**src/rtl/cisr_pkg.sv**
```systemverilog
// Shared types and default widths for the CISR row-length tracking logic.
package cisr_pkg;

    typedef enum logic {
        EMPTY  = 1'b0,
        ACTIVE = 1'b1
    } lane_state_t;

    localparam int DEF_NUM_CH  = 4;
    localparam int DEF_LEN_W   = 5;
    localparam int DEF_ROWID_W = 8;

endpackage

```
**src/rtl/cisr_lane_counter.sv**
```systemverilog
// One CISR lane: holds the remaining nonzero count and row id of the row being
// consumed, and pulses row_done when that row (or a zero-length row) finishes.
//
//   state  | meaning
//   EMPTY  | no row held; lane can accept a length
//   ACTIVE | row in progress; count = nonzeros still to consume (never 0)
module cisr_lane_counter
    import cisr_pkg::*;
#(
    parameter int LEN_W   = DEF_LEN_W,
    parameter int ROWID_W = DEF_ROWID_W
) (
    input  logic               clk,
    input  logic               reset,
    input  logic               flush,
    input  logic               load,
    input  logic [LEN_W-1:0]   load_len,
    input  logic [ROWID_W-1:0] load_id,
    input  logic               step,
    output logic               need,
    output logic               step_err,
    output logic [LEN_W-1:0]   count,
    output logic [ROWID_W-1:0] row_id,
    output logic               busy,
    output logic               row_done,
    output logic [ROWID_W-1:0] done_id
);

    localparam logic [LEN_W-1:0] LEN_ONE = LEN_W'(1);

    lane_state_t        state_q, state_d;
    logic [LEN_W-1:0]   count_q, count_d;
    logic [ROWID_W-1:0] row_id_q, row_id_d;
    logic               row_done_q, row_done_d;
    logic [ROWID_W-1:0] done_id_q, done_id_d;
    logic               zero_pend_q, zero_pend_d;
    logic               finishing;

    assign finishing = (state_q == ACTIVE) && step && (count_q == LEN_ONE);
    // A zero-length row loaded onto a finishing lane reports its done one cycle
    // later; the lane refuses new lengths until that pulse has gone out.
    assign need      = ((state_q == EMPTY) && !zero_pend_q) || finishing;
    assign step_err  = step && (state_q != ACTIVE);

    always_comb begin
        state_d     = state_q;
        count_d     = count_q;
        row_id_d    = row_id_q;
        row_done_d  = 1'b0;
        done_id_d   = done_id_q;
        zero_pend_d = 1'b0;
        if (flush) begin
            state_d   = EMPTY;
            count_d   = '0;
            row_id_d  = '0;
            done_id_d = '0;
        end else begin
            if ((state_q == ACTIVE) && step) begin
                count_d = count_q - LEN_ONE;
                if (count_q == LEN_ONE) begin
                    state_d    = EMPTY;
                    row_done_d = 1'b1;
                    done_id_d  = row_id_q;
                end
            end
            if (zero_pend_q) begin
                row_done_d = 1'b1;
                done_id_d  = row_id_q;
            end
            if (load) begin
                row_id_d = load_id;
                if (load_len != '0) begin
                    state_d = ACTIVE;
                    count_d = load_len;
                end else if (finishing) begin
                    zero_pend_d = 1'b1;
                end else begin
                    row_done_d = 1'b1;
                    done_id_d  = load_id;
                end
            end
        end
    end

    always_ff @(posedge clk or posedge reset) begin
        if (reset) begin
            state_q     <= EMPTY;
            count_q     <= '0;
            row_id_q    <= '0;
            row_done_q  <= 1'b0;
            done_id_q   <= '0;
            zero_pend_q <= 1'b0;
        end else begin
            state_q     <= state_d;
            count_q     <= count_d;
            row_id_q    <= row_id_d;
            row_done_q  <= row_done_d;
            done_id_q   <= done_id_d;
            zero_pend_q <= zero_pend_d;
        end
    end

    assign count    = count_q;
    assign row_id   = row_id_q;
    assign busy     = (state_q == ACTIVE);
    assign row_done = row_done_q;
    assign done_id  = done_id_q;

endmodule

```
**src/rtl/cisr_multi_row_counter.sv**
```systemverilog
// Multi-lane CISR row-length tracker: hands each incoming row length to the
// lowest-index lane that needs one and numbers rows with a wrapping id.
module cisr_multi_row_counter
    import cisr_pkg::*;
#(
    parameter int NUM_CH  = DEF_NUM_CH,
    parameter int LEN_W   = DEF_LEN_W,
    parameter int ROWID_W = DEF_ROWID_W
) (
    input  logic                      clk,
    input  logic                      reset,
    input  logic                      flush,
    input  logic                      len_valid,
    input  logic [LEN_W-1:0]          len_data,
    output logic                      len_ready,
    input  logic [NUM_CH-1:0]         step,
    output logic [NUM_CH*LEN_W-1:0]   count,
    output logic [NUM_CH*ROWID_W-1:0] row_id,
    output logic [NUM_CH-1:0]         busy,
    output logic [NUM_CH-1:0]         row_done,
    output logic [NUM_CH*ROWID_W-1:0] done_id,
    output logic                      err_step
);

    localparam logic [ROWID_W-1:0] ID_ONE = ROWID_W'(1);

    logic [NUM_CH-1:0]  need;
    logic [NUM_CH-1:0]  step_err;
    logic [NUM_CH-1:0]  load_oh;
    logic               found;
    logic               xfer;
    logic [ROWID_W-1:0] next_id_q, next_id_d;
    logic               err_step_q, err_step_d;

    // flush wins over loads, so nothing is accepted while it is asserted
    assign len_ready = (|need) && !flush;
    assign xfer      = len_valid && len_ready;

    always_comb begin
        load_oh = '0;
        found   = 1'b0;
        for (int c = 0; c < NUM_CH; c++) begin
            if (need[c] && !found) begin
                load_oh[c] = xfer;
                found      = 1'b1;
            end
        end
    end

    always_comb begin
        next_id_d  = next_id_q;
        err_step_d = err_step_q;
        if (flush) begin
            next_id_d = '0;
        end else begin
            if (xfer) begin
                next_id_d = next_id_q + ID_ONE;
            end
            if (|step_err) begin
                err_step_d = 1'b1;
            end
        end
    end

    always_ff @(posedge clk or posedge reset) begin
        if (reset) begin
            next_id_q  <= '0;
            err_step_q <= 1'b0;
        end else begin
            next_id_q  <= next_id_d;
            err_step_q <= err_step_d;
        end
    end

    assign err_step = err_step_q;

    for (genvar c = 0; c < NUM_CH; c++) begin : g_lane
        cisr_lane_counter #(
            .LEN_W   (LEN_W),
            .ROWID_W (ROWID_W)
        ) u_lane (
            .clk      (clk),
            .reset    (reset),
            .flush    (flush),
            .load     (load_oh[c]),
            .load_len (len_data),
            .load_id  (next_id_q),
            .step     (step[c]),
            .need     (need[c]),
            .step_err (step_err[c]),
            .count    (count[c*LEN_W +: LEN_W]),
            .row_id   (row_id[c*ROWID_W +: ROWID_W]),
            .busy     (busy[c]),
            .row_done (row_done[c]),
            .done_id  (done_id[c*ROWID_W +: ROWID_W])
        );
    end

endmodule

```
**config.mk**
```make
export PLATFORM = sky130hd
export DESIGN_NAME = cisr_multi_row_counter
export DESIGN_NICKNAME = d
export VERILOG_FILES = /design/src/rtl/cisr_pkg.sv /design/src/rtl/cisr_lane_counter.sv /design/src/rtl/cisr_multi_row_counter.sv
export SDC_FILE = /design/constraint.sdc
export NUM_CORES = 1
export LEC_CHECK = 0
export ABC_CLOCK_PERIOD_IN_PS = 8100
export BUFFER_PORTS_ARGS = -buffer_cell sky130_fd_sc_hd__buf_2
export CAP_MARGIN = 20
export CORE_MARGIN = 2
export CORE_UTILIZATION = 30
export CTS_CLUSTER_DIAMETER = 150
export DETAILED_ROUTE_END_ITERATION = 12
export PLACE_DENSITY_LB_ADDON = 0.25
export SKIP_LAST_GASP = 1
export SLEW_MARGIN = 20
export SYNTH_ARGS = -nofsm -noshare
export SYNTH_HDL_FRONTEND = slang
export SYNTH_SLANG_ARGS = --single-unit
```
**constraint.sdc**
```tcl
create_clock -name clk -period 8.1 [get_ports clk]
set_input_delay 2.025 -clock clk [delete_from_list [all_inputs] [get_ports clk]]
set_output_delay 2.025 -clock clk [all_outputs]
set_load 0.05 [all_outputs]
```
==> key figures <==
Drt
  • Remaining routing DRC violations: 0
  • Drt pass-1 iters: 4
  • Via count: 4,825
  • Routed WL: 17.02 mm
  • Iter 0 DRT Violations: 321
  • Post-route ant nets: 0
  • Vias per inst: 5.314
  • Routed wire per std cell: 18.75 µm

Pwr
  • PD cells: 163.8 nW/µm²
  • Leak: 3.095 nW
  • PnR Total Power: 1.087 mW
  • Maximum vdd drop: 0.07974 mV

STA
  • Worst slew margin: 26.43%
  • Final setup violation count: 0
  • Setup TNS Final: 0 ps
  • Max Slew Vio Count: 0
  • Fin crit share: 71.08%
  • Actual slew at the worst max-slew pin: 1098 ps
  • Clock Skew: 8.344 ps
  • Post-layout min period: 5758 ps
  • RSZ-0062 raised after global routing: false
  • Hold Violations, Final: 0
  • Fmax: 173.7 MHz

Clock network
  • Cts-stage hold buffer count: 0
  • Sink Count: 105
  • # H-tree levels: 3
  • Setup bufs post-CTS: 0
  • Clock transition at the registers of the reported paths: 70 ps
  • CTS Buf Count: 9
  • Root buffer selected by CTS: clkbuf_16
  • CTS tree: done
  • Clk Latency, worst-skew pair: 360 ps
  • Clock Tree Buf Depth: 2
  • CTS resizes: 0

Yosys
  • Post-synth top cells: dfrtp_1 (105), nand2_1 (78), o21ai_0 (36)
  • Synthesized flop and latch total: 105
  • FFs w/ async S/R, synth: 100.0%
  • Synth unique cells: 55
  • Dominant synthesized flop cell: dfrtp_1
  • Most frequent cell after synthesis: dfrtp_1
  • Top cell type's share of synthesized area: 46.38%
  • Post-synth EDFFs: 0
  • Area leader, netlist: dfrtp_1
  • Largest cells by area after synthesis: dfrtp_1 (46%), mux2i_1 (5.8%), nand2_1 (5.2%)
  • Mapped Cells: 595
  • Synthesized cell area: 5665 µm²
  • Seq/Total Area, Yosys: 46.38%
  • Syn Nets: 617
  • Yosys warning count: 0
  • Mean Syn Cell Area: 9.522 µm²

Die
  • I/O Pins: 107
  • Die Y: 141.4 µm
  • FP Rows: 50
  • Core box area: 18,640 µm²
  • Die Wd: 141.4 µm
  • Full die area: 20,000 µm²
  • Starting density of the core: 30.39%

Place
  • Placed cell count: 891
  • Routability Congestion: 0.8432
  • Input/output buffers: 106
  • Hpwl dp: 11.97 mm

Critical path
  • Crit Path Class: input port to output port
  • Most frequent CP cell: buf_2
  • CP max stage delay: 520 ps
  • Worst path cell trace: buf_2 -> nand2_1 -> o21ai_1 -> nor4_1 -> buf_4 -> nor2_1 -> buf_2
  • Crit. End Element: output port
  • CP top delay family: buffers and inverters
  • CP arrival: 3730 ps
  • WP buf/inv: 3
  • Crit path launch type: input port
  • Register-to-register setup slack: 5260 ps
  • Slowest-stage cell, CP: o21ai_1
  • Critical Path RT: 6080 ps
  • CP Max Fanout: 12

GRT
  • GRT Total Usage: 17.57%
  • First-pass GRT wire length: 27.71 mm
  • Largest net degree at the start of global routing: 68
  • Vias in the first global route: 4,922
  • Initial antenna violation count: 0
  • Grt ovf: 0

Layout
  • Fin cells: 908
  • Layout cells sized above 1: 23.15%
  • Fill count: 1,949
  • Area Overhead vs Synth: 17.09%
  • NumNets Final: 691
  • Register area: 2628 µm²
  • Area occupied by multi-input gates: 2736 µm²
  • Post-layout util: 35.58%
  • ANT cells: 0

Flow run
  • Max-cap violations: 0

Hold path
  • Hold crit path type: register to register

Outcome
  • Status: finished clean
==> path summary, 6_finish.rpt <==
path,startpoint,end,cells past startpoint
min reg2reg,err_step,err_step,1
max reg2reg,g_lane[1].u_lane.count[1],g_lane[1].u_lane.done_id[0],7
max,step[1],len_ready,7
min in group asynchronous,reset,g_lane[3].u_lane.row_id[7],2
min,err_step,err_step,1
max in group asynchronous,reset,g_lane[0].u_lane.done_id[0],3
==> kinds of logic after synthesis <==
kind of cell	synth area share, %
AO/OA/AOI/OAI	19.85
XOR/XNOR	2.473
adder cells (fa/ha/maj)	1.988
buffers and inverters	5.853
flip-flops	46.38
multiplexers	6.625
AND/OR/NAND/NOR	16.83
==> per-stage QoR <==
step	cell area (µm²)	hold WS, ps	setup WS (ps)
3_3_place_gp	6310	463.3	2401
5_1_grt	6634	521.4	2216
4_1_cts	6619	494.4	2340
3_5_place_dp	6321	476.3	2344
2_1_floorplan	5665	552.5	2723
6_report	6634	492.9	2342
==> sequential cells by signal, summed over array words and instances, names as in the netlist <==
| name | count |
|---|---|
| g_lane.u_lane.zero_pend_q | 4 |
| g_lane.u_lane.busy | 4 |
| g_lane.u_lane.row_done | 4 |
| g_lane.u_lane.done_id | 32 |
| err_step | 1 |
| next_id_q | 8 |
| g_lane.u_lane.count | 20 |
| g_lane.u_lane.row_id | 32 |
==> cell usage in the layout, fill, tap and decap left out, drive strengths merged, types with 3 or more instances in the layout <==
master   netlist  final
nor4           9      9
a31oi         15     15
xnor2         12     12
mux2           4      4
nand2         78     78
or3            3      3
a21oi         19     19
or4b           4      4
nor4b          7      7
o31ai         14     14
dfrtp        105    105
buf           18    113
inv           23     24
nor3          10     10
a311oi         8      8
nand3         26     26
clkbuf        32     12
o21ai         41     41
o211ai         3      3
or4            3      3
ha             9      9
a2bb2oi        7      7
nand4          5      5
o21a           3      3
or2            5      5
a211oi        35     35
a221oi         8      8
nor2b          7      7
nor2          31     31
xor2           4      4
and2           3      3
mux2i         33     33
==> layer usage <==
metal | track usage [%] | part of all wire (%) | up-vias
met4 | 5.053 | 0.91 | 0
met2 | 28.79 | 48 | 120
met1 | 23.06 | 45 | 2393
met3 | 4.455 | 5.7 | 10
met5 | 0 | 0 | -
li1 | - | - | 2302
==> power breakdown <==
part           total (mW)  internal, mW  switching, mW
logic              0.0951        0.0234         0.0718
registers           0.539         0.530        0.00968
clock network       0.452         0.249          0.203
==> area by class of cell <==
class,count,share of cell area [%]
Clock inverter,4,0.7733
Timing Repair Buffer,113,8.846
Tap cell,234,4.413
Multi-Input combinational cell,416,41.25
Clock buffer,12,3.716
Inverter,24,1.396
Sequential cell,105,39.61
Note: power is estimated with default switching activity, not from simulation.
